===== src/rtl/uart_pack_assembler.sv =====
// uart_pack_assembler
//   Collects PACK_NUM consecutive UART bytes into one command pack and emits the
//   decoded fields with a single-cycle valid strobe. A partial pack is dropped
//   when the gap between two of its bytes exceeds TIMEOUT_CLK clocks.
//
// Ports
//   clk, rst          : clock, asynchronous active-high reset
//   i_data            : received UART byte
//   i_rx_done_tick    : one-cycle strobe, i_data valid in this cycle
//   o_channel         : control byte [3:0]
//   o_mode            : control byte [7:6] (00 load, 01 start, 10 stop, 11 reserved)
//   o_low_period      : clocks per bit, low-frequency mode
//   o_high_period     : clocks per bit, high-frequency mode
//   o_out_pattern     : serial output pattern
//   o_freq_pattern    : per-bit frequency select pattern
//   o_pack_valid      : one-cycle strobe, field outputs updated this cycle
//   o_timeout_tick    : one-cycle strobe, a partial pack was discarded
//   o_busy            : high while a pack is partially received
module uart_pack_assembler #(
  parameter int unsigned DATA_BIT    = 32,
  parameter int unsigned TIMEOUT_CLK = 100_000
) (
  input  logic                clk,
  input  logic                rst,
  input  logic [7:0]          i_data,
  input  logic                i_rx_done_tick,
  output logic [3:0]          o_channel,
  output logic [1:0]          o_mode,
  output logic [7:0]          o_low_period,
  output logic [7:0]          o_high_period,
  output logic [DATA_BIT-1:0] o_out_pattern,
  output logic [DATA_BIT-1:0] o_freq_pattern,
  output logic                o_pack_valid,
  output logic                o_timeout_tick,
  output logic                o_busy
);

  localparam int unsigned PACK_NUM = (DATA_BIT / 8) * 2 + 3;
  localparam int unsigned PACK_W   = PACK_NUM * 8;
  localparam int unsigned TMR_W    = $clog2(TIMEOUT_CLK);
  localparam int unsigned CNT_W    = $clog2(PACK_NUM + 1);
  localparam int unsigned OUT_LSB  = 24;
  localparam int unsigned FREQ_LSB = 24 + DATA_BIT;

  localparam logic [TMR_W-1:0] TMR_LAST = TMR_W'(TIMEOUT_CLK - 1);
  localparam logic [CNT_W-1:0] CNT_LAST = CNT_W'(PACK_NUM - 1);

  typedef enum logic [1:0] {
    S_IDLE    = 2'd0,
    S_COLLECT = 2'd1,
    S_DONE    = 2'd2
  } state_e;

  state_e              state_q, state_d;
  logic [CNT_W-1:0]    cnt_q, cnt_d;
  logic [TMR_W-1:0]    tmr_q, tmr_d;
  logic [PACK_W-1:0]   sr_q, sr_d;
  logic [3:0]          channel_q, channel_d;
  logic [1:0]          mode_q, mode_d;
  logic [7:0]          low_q, low_d;
  logic [7:0]          high_q, high_d;
  logic [DATA_BIT-1:0] out_q, out_d;
  logic [DATA_BIT-1:0] freq_q, freq_d;
  logic                valid_q, valid_d;
  logic                timeout_q, timeout_d;
  logic                busy_q, busy_d;

  // Byte 0 ends up in the low byte after a full pack has been shifted in from the top.
  logic [PACK_W-1:0]   sr_shift;
  assign sr_shift = {i_data, sr_q[PACK_W-1:8]};

  // State and output registers
  always_ff @(posedge clk or posedge rst) begin
    if (rst) begin
      state_q   <= S_IDLE;
      cnt_q     <= '0;
      tmr_q     <= '0;
      sr_q      <= '0;
      channel_q <= '0;
      mode_q    <= '0;
      low_q     <= '0;
      high_q    <= '0;
      out_q     <= '0;
      freq_q    <= '0;
      valid_q   <= 1'b0;
      timeout_q <= 1'b0;
      busy_q    <= 1'b0;
    end else begin
      state_q   <= state_d;
      cnt_q     <= cnt_d;
      tmr_q     <= tmr_d;
      sr_q      <= sr_d;
      channel_q <= channel_d;
      mode_q    <= mode_d;
      low_q     <= low_d;
      high_q    <= high_d;
      out_q     <= out_d;
      freq_q    <= freq_d;
      valid_q   <= valid_d;
      timeout_q <= timeout_d;
      busy_q    <= busy_d;
    end
  end

  // Next-state and output logic
  always_comb begin
    state_d   = state_q;
    cnt_d     = cnt_q;
    tmr_d     = tmr_q;
    sr_d      = sr_q;
    channel_d = channel_q;
    mode_d    = mode_q;
    low_d     = low_q;
    high_d    = high_q;
    out_d     = out_q;
    freq_d    = freq_q;
    valid_d   = 1'b0;
    timeout_d = 1'b0;

    case (state_q)
      // DONE behaves like IDLE for incoming bytes so back-to-back packs are accepted.
      S_IDLE, S_DONE: begin
        state_d = S_IDLE;
        cnt_d   = '0;
        tmr_d   = '0;
        if (i_rx_done_tick) begin
          sr_d    = sr_shift;
          cnt_d   = CNT_W'(1);
          state_d = S_COLLECT;
        end
      end

      S_COLLECT: begin
        if (i_rx_done_tick) begin
          // A byte always wins over a simultaneous timer expiry.
          sr_d  = sr_shift;
          cnt_d = cnt_q + CNT_W'(1);
          tmr_d = '0;
          if (cnt_q == CNT_LAST) begin
            // Fields load on the final-byte edge so they are valid in the DONE cycle.
            state_d   = S_DONE;
            cnt_d     = '0;
            valid_d   = 1'b1;
            channel_d = sr_shift[3:0];
            mode_d    = sr_shift[7:6];
            low_d     = sr_shift[15:8];
            high_d    = sr_shift[23:16];
            out_d     = sr_shift[OUT_LSB +: DATA_BIT];
            freq_d    = sr_shift[FREQ_LSB +: DATA_BIT];
          end
        end else if (tmr_q == TMR_LAST) begin
          state_d   = S_IDLE;
          cnt_d     = '0;
          tmr_d     = '0;
          timeout_d = 1'b1;
        end else begin
          // Leaving at TMR_LAST keeps the timer from ever wrapping.
          tmr_d = tmr_q + TMR_W'(1);
        end
      end

      default: begin
        state_d = S_IDLE;
        cnt_d   = '0;
        tmr_d   = '0;
      end
    endcase

    busy_d = (state_d == S_COLLECT);
  end

  assign o_channel      = channel_q;
  assign o_mode         = mode_q;
  assign o_low_period   = low_q;
  assign o_high_period  = high_q;
  assign o_out_pattern  = out_q;
  assign o_freq_pattern = freq_q;
  assign o_pack_valid   = valid_q;
  assign o_timeout_tick = timeout_q;
  assign o_busy         = busy_q;

endmodule


===== config.mk =====
export PLATFORM = sky130hd
export DESIGN_NAME = uart_pack_assembler
export DESIGN_NICKNAME = d
export VERILOG_FILES = /design/src/rtl/uart_pack_assembler.sv
export SDC_FILE = /design/constraint.sdc
export NUM_CORES = 1
export LEC_CHECK = 0
export ABC_AREA = 1
export CAP_MARGIN = 0
export CELL_PAD_IN_SITES_DETAIL_PLACEMENT = 1
export CELL_PAD_IN_SITES_GLOBAL_PLACEMENT = 2
export CORE_UTILIZATION = 37
export CTS_CLUSTER_SIZE = 8
export DETAILED_ROUTE_END_ITERATION = 6
export PLACE_DENSITY = 0.82
export SLEW_MARGIN = 25
export SYNTH_ARGS = -nofsm -noshare
export SYNTH_HDL_FRONTEND = slang
export SYNTH_SLANG_ARGS = --single-unit

===== constraint.sdc =====
create_clock -name clk -period 14.8 [get_ports clk]
set_input_delay 3.7 -clock clk [delete_from_list [all_inputs] [get_ports clk]]
set_output_delay 3.7 -clock clk [all_outputs]
set_load 0.05 [all_outputs]

# Word-level counts from Yosys, hierarchy flattened
# Index checks and enable logic that the tools add are counted.
[totals]
wordCells = 45
regBits = 200
output_inout_bits = 89
inputBits = 11
[classes]
n_eq_ne = 6
n_reduce_logical = 5
add_sub_neg = 2
mux = 19
[op_table]
columns = ["operator", "count"]
rows = [
  ["$mux W17", 3],
  ["$add A17 B1 Y17 const B", 1],
  ["$eq A17 B17 Y1 const B", 1],
  ["$mux W4", 3],
  ["$mux W1", 8],
  ["$pmux W4 S2", 1],
  ["$mux W2", 3],
  ["$add A4 B1 Y4 const B", 1],
  ["$eq A2 B1 Y1 const B", 2],
  ["$eq A4 B4 Y1 const B", 1],
  ["$pmux W2 S2", 1],
  ["$ne A3 B3 Y1 const B", 1],
  ["$reduce_and A3 Y1", 1],
  ["$reduce_or A3 Y1", 1],
  ["$eq A2 B2 Y1 const B", 1],
  ["$logic_not A2 Y1", 1],
  ["$reduce_and A2 Y1", 1],
  ["$reduce_or A2 Y1", 1],
]

# Depth between registers and ports, before layout
[depth]
depth_word = 5
mapped_depth = 9
mapped_depth_nobuf = 8

# Worst setup path before layout
# Ideal clock, no wire load.
[synth_timing]
kind = "input-to-reg"
start = "input port i_rx_done_tick"
end = "register sr_q[35]"
arrival_time_ns = 4.304
setup_time_ns = 0.130
path_slack_ns = 10.366
required_ns = 14.670
n_path_buf = 2
stages = 5
path_cell_list = "inv_2 > a21oi_2 > buf_6 > clkbuf_1 > o21ai_0"
[synth_between]
elab_chain_cells = 1
[synth_rtl]
columns = ["item", "line_no", "text"]
rows = [
  ["from (decl)", "26", "input logic i_rx_done_tick,"],
  ["$reduce_and A2 Y1 (no source line)", "n/a", ""],
  ["to (signal assigned)", "92", "sr_q <= sr_d;"],
  ["to (decl)", "57", "logic [PACK_W-1:0] sr_q, sr_d;"],
]
# Every way passes these cells.
# A chain may end at the register's enable or synchronous reset.

# Worst setup path after layout
[layout_timing]
start = "input port i_rx_done_tick"
end = "register sr_q[9]"
# Same word-level chain as after synthesis.

==> flow_metrics.py <==
metrics = {
    "outcome": {
        "status": "complete, no violations",
    },
    "setup_path": {
        "slowest_delay_ns": 0.72,
        "critPathSlowestCell": "buf_4",
        "crit_type": "in2reg",
        "rr_worst_depth": 9,
        "critical_path_buf_inv_count": 5,
        "cp_max_fo": 86,
        "rrSetupSlack_ns": 12.21,
        "crit_family": "buffers and inverters",
        "cp_data_arrival_time_ns": 6.13,
        "crit_required_ns": 15.11,
        "path_cells": "clkdlybuf4s50_1, inv_2, a21oi_4, buf_4, buf_4, inv_2, nand2_1, o21ai_1",
        "r2r_end": "o_channel[1]$_DFFE_PP0P_",
        "end_kind": "flop",
        "start_kind": "input pin",
        "r2r-start": "cnt_q[0]$_DFFE_PP0P_",
    },
    "clock_tree": {
        "clock_path_buffers": 2,
        "cts_resized": 0,
        "cts_setup_buffers": 0,
        "cts-root-buf": "clkbuf_16",
        "clock_latency_ns": 0.43,
        "clkSinkCount": 190,
        "clock_tree.htree_level_count": 4,
        "postCtsHoldBufs": 0,
        "cts-buffers-inserted": 17,
        "cts_tree": "done",
        "clkSlewWorstSetupHoldPaths_ns": 0.07,
    },
    "pwr": {
        "p_sw_uw": 296,
        "ir_drop_mv": 0.0771,
        "p_comb_share_pct": 8.8,
        "clkPwrFrac_pct": 40.8,
        "p_sw_share_pct": 25.8,
        "seqPwrFrac_pct": 50.4,
        "p_leak_uw": 0.00420,
        "p_int_uw": 850,
        "p_per_area_nw_per_um2": 124,
    },
    "drt": {
        "wl_per_cell_um": 15.6,
        "routed-wl-met2_um": 8520,
        "routed-wl-met3_um": 549,
        "final_antenna_net_count": 0,
        "drt_wl_total_um": 17800,
        "wl_met1_um": 8570,
        "vias": 5397,
        "firstDrtPassIters": 4,
        "drtIter0Drc": 249,
        "drc_errors": 0,
        "via_per_inst": 4.71,
        "highest_layer": "met4",
    },
    "floorplanning": {
        "num_io_pins": 100,
        "dieWidth_um": 144,
        "core_area_um2": 19700,
        "start_util_pct": 38.2,
        "dieArea_um2": 20800,
        "die-height_um": 144,
        "num_rows": 51,
    },
    "grt": {
        "antenna_found_initial": 0,
        "grt_overflow_total": 0,
        "first_global_vias": 5746,
        "grt_max_degree": 112,
        "track_usage_pct": 18.7,
        "grt_pass1_wl_um": 29700,
    },
    "hold_path": {
        "hold_end": "tmr_q[0]$_DFF_PP0_",
        "min_delay_path_depth": 1,
        "worstHoldStart": "tmr_q[0]$_DFF_PP0_",
        "hp-class": "reg2reg",
    },
    "logic_synthesis": {
        "avgSynthCellArea_um2": 9.59,
        "syn_inst": 782,
        "ys_seq_elements": 190,
        "synth_top_family_by_area": "simple AND/OR/NAND/NOR gates",
        "syn-num-nets": 796,
        "synth_area_um2": 7500,
        "synth_adder_area_share_pct": 0.501,
        "yosysWarnings": 0,
        "synth_xor_area_share_pct": 1.17,
        "synth-simple-area-share_pct": 16.1,
        "synthMuxAreaShare_pct": 0,
        "synth_compound_area_share_pct": 10.6,
        "synth_seq_area_share_pct": 63.4,
        "synthDistinctLibCells": 31,
    },
    "placement": {
        "port_buffers": 99,
        "dp_hpwl_um": 11800,
        "gp_congestion": 0.801,
    },
    "timing": {
        "fin_skew_ns": 0.0124,
        "slew_headroom_pct": 46.9,
        "slew_violations": 0,
        "tightestPinTransition_ns": 0.796,
        "rsz0062_at_grt": "false",
        "final.setup.tns_ns": 0,
        "max_freq_mhz": 172,
        "setup_violations": 0,
        "period_minus_slack_ns": 5.82,
        "final.period_utilization_pct": 39.3,
        "holdWs_ns": 0.469,
        "hold_viol_final": 0,
    },
    "finish": {
        "finalNetCount": 882,
        "fillers": 2274,
        "multi_input_area_um2": 2130,
        "diodes": 0,
        "area_delta_synth_final_pct": 23.1,
        "drive_gt1_share_pct": 7.49,
        "register_area_um2": 4750,
    },
    "flow_run": {
        "drv_cap": 0,
    },
}
==> power by group through the flow <==
stage	registers, uW	logic [uW]	clock network [uW]
final	578	101	467
after global routing	583	116	495
after CTS	579	104	477
after detailed placement	588	102	0
after global placement	587	98.5	0
after floorplan	592	63.6	0
==> cell type report <==
| class | count | share of cell area (%) |
|---|---|---|
| timing repair buffer | 103 | 11.1 |
| clock buffer | 18 | 4.65 |
| tap | 265 | 3.59 |
| clock inverter | 14 | 1.84 |
| sequential | 190 | 51.5 |
| inverter | 101 | 4.21 |
| multi-input combinational | 455 | 23.1 |
==> how the worst max path moves through the flow <==
stage | from | endpoint | slack (ns) | cells past startpoint
global placement | i_rx_done_tick | o_freq_pattern[26]$_DFFE_PP0P_ | 8.54 | 6
detailed placement | i_rx_done_tick | o_channel[1]$_DFFE_PP0P_ | 8.45 | 6
finish | i_rx_done_tick | sr_q[9]$_DFFE_PP0P_ | 8.98 | 8
floorplan | rst | cnt_q[0]$_DFFE_PP0P_ | 5.93 | 1
CTS | i_rx_done_tick | o_channel[1]$_DFFE_PP0P_ | 8.89 | 6
global route | i_rx_done_tick | sr_q[21]$_DFFE_PP0P_ | 8.75 | 8
==> kinds of logic (layout without fill, tap and decap cells) <==
kind of cell | after synthesis | count (layout)
AO/OA/AOI/OAI | 157 | 157
XOR/XNOR | 10 | 10
adder cells (fa/ha/maj) | 3 | 3
buffers and inverters | 137 | 236
flip-flops | 190 | 190
AND/OR/NAND/NOR | 285 | 285
==> through the flow <==
stage	cells	power (uW)	area, um^2	utilization [%]	setup slack, ns
2_1_floorplan	782	655	7500	-	5.93
3_3_place_gp	1114	685	8630	43.9	8.54
3_5_place_dp	1114	690	8630	43.9	8.45
4_1_cts	1146	1160	9230	46.9	8.89
5_1_grt	1146	1190	9230	47.0	8.75
6_report	1146	1150	9230	47.0	8.98
==> cells in the mapped netlist (all sizes together) <==
cell,number,area (um^2)
nand2,228,861
dfrtp,190,4750
o21ai,153,766
inv,101,382
nor2,32,178
buf,28,209
nand3,11,72.6
clkbuf,8,31.3
nor3,7,45.0
xor2,7,61.3
nand4,6,43.8
a21oi,3,18.8
ha,3,37.5
xnor2,3,26.3
o21bai,1,7.51
or2,1,6.26
==> per-layer routing <==
metal / track usage, % / up-vias
li1: - / 2608
met1: 26.0 / 2690
met2: 29.5 / 87
met3: 3.21 / 12
met4: 6.15 / 0
met5: 0 / -
==> state kept, by name, summed over array words and instances, names as in the netlist <==
name	cells
cnt_q	4
o_busy	1
o_timeout_tick	1
o_channel	4
sr_q	78
o_pack_valid	1
o_high_period	8
o_low_period	8
o_mode	2
o_out_pattern	32
tmr_q	17
state_q	2
o_freq_pattern	32
==> cell usage in the layout, fill, tap and decap left out, drive strengths merged, types with 4 or more instances in the layout <==
cell	instances
buf	4
clkbuf	18
clkdlybuf4s50	99
clkinv	4
clkinvlp	7
dfrtp	190
inv	101
nand2	228
nand3	11
nand4	6
nor2	32
nor3	7
o21ai	153
xor2	7
Note: power is estimated with default switching activity, not from simulation.
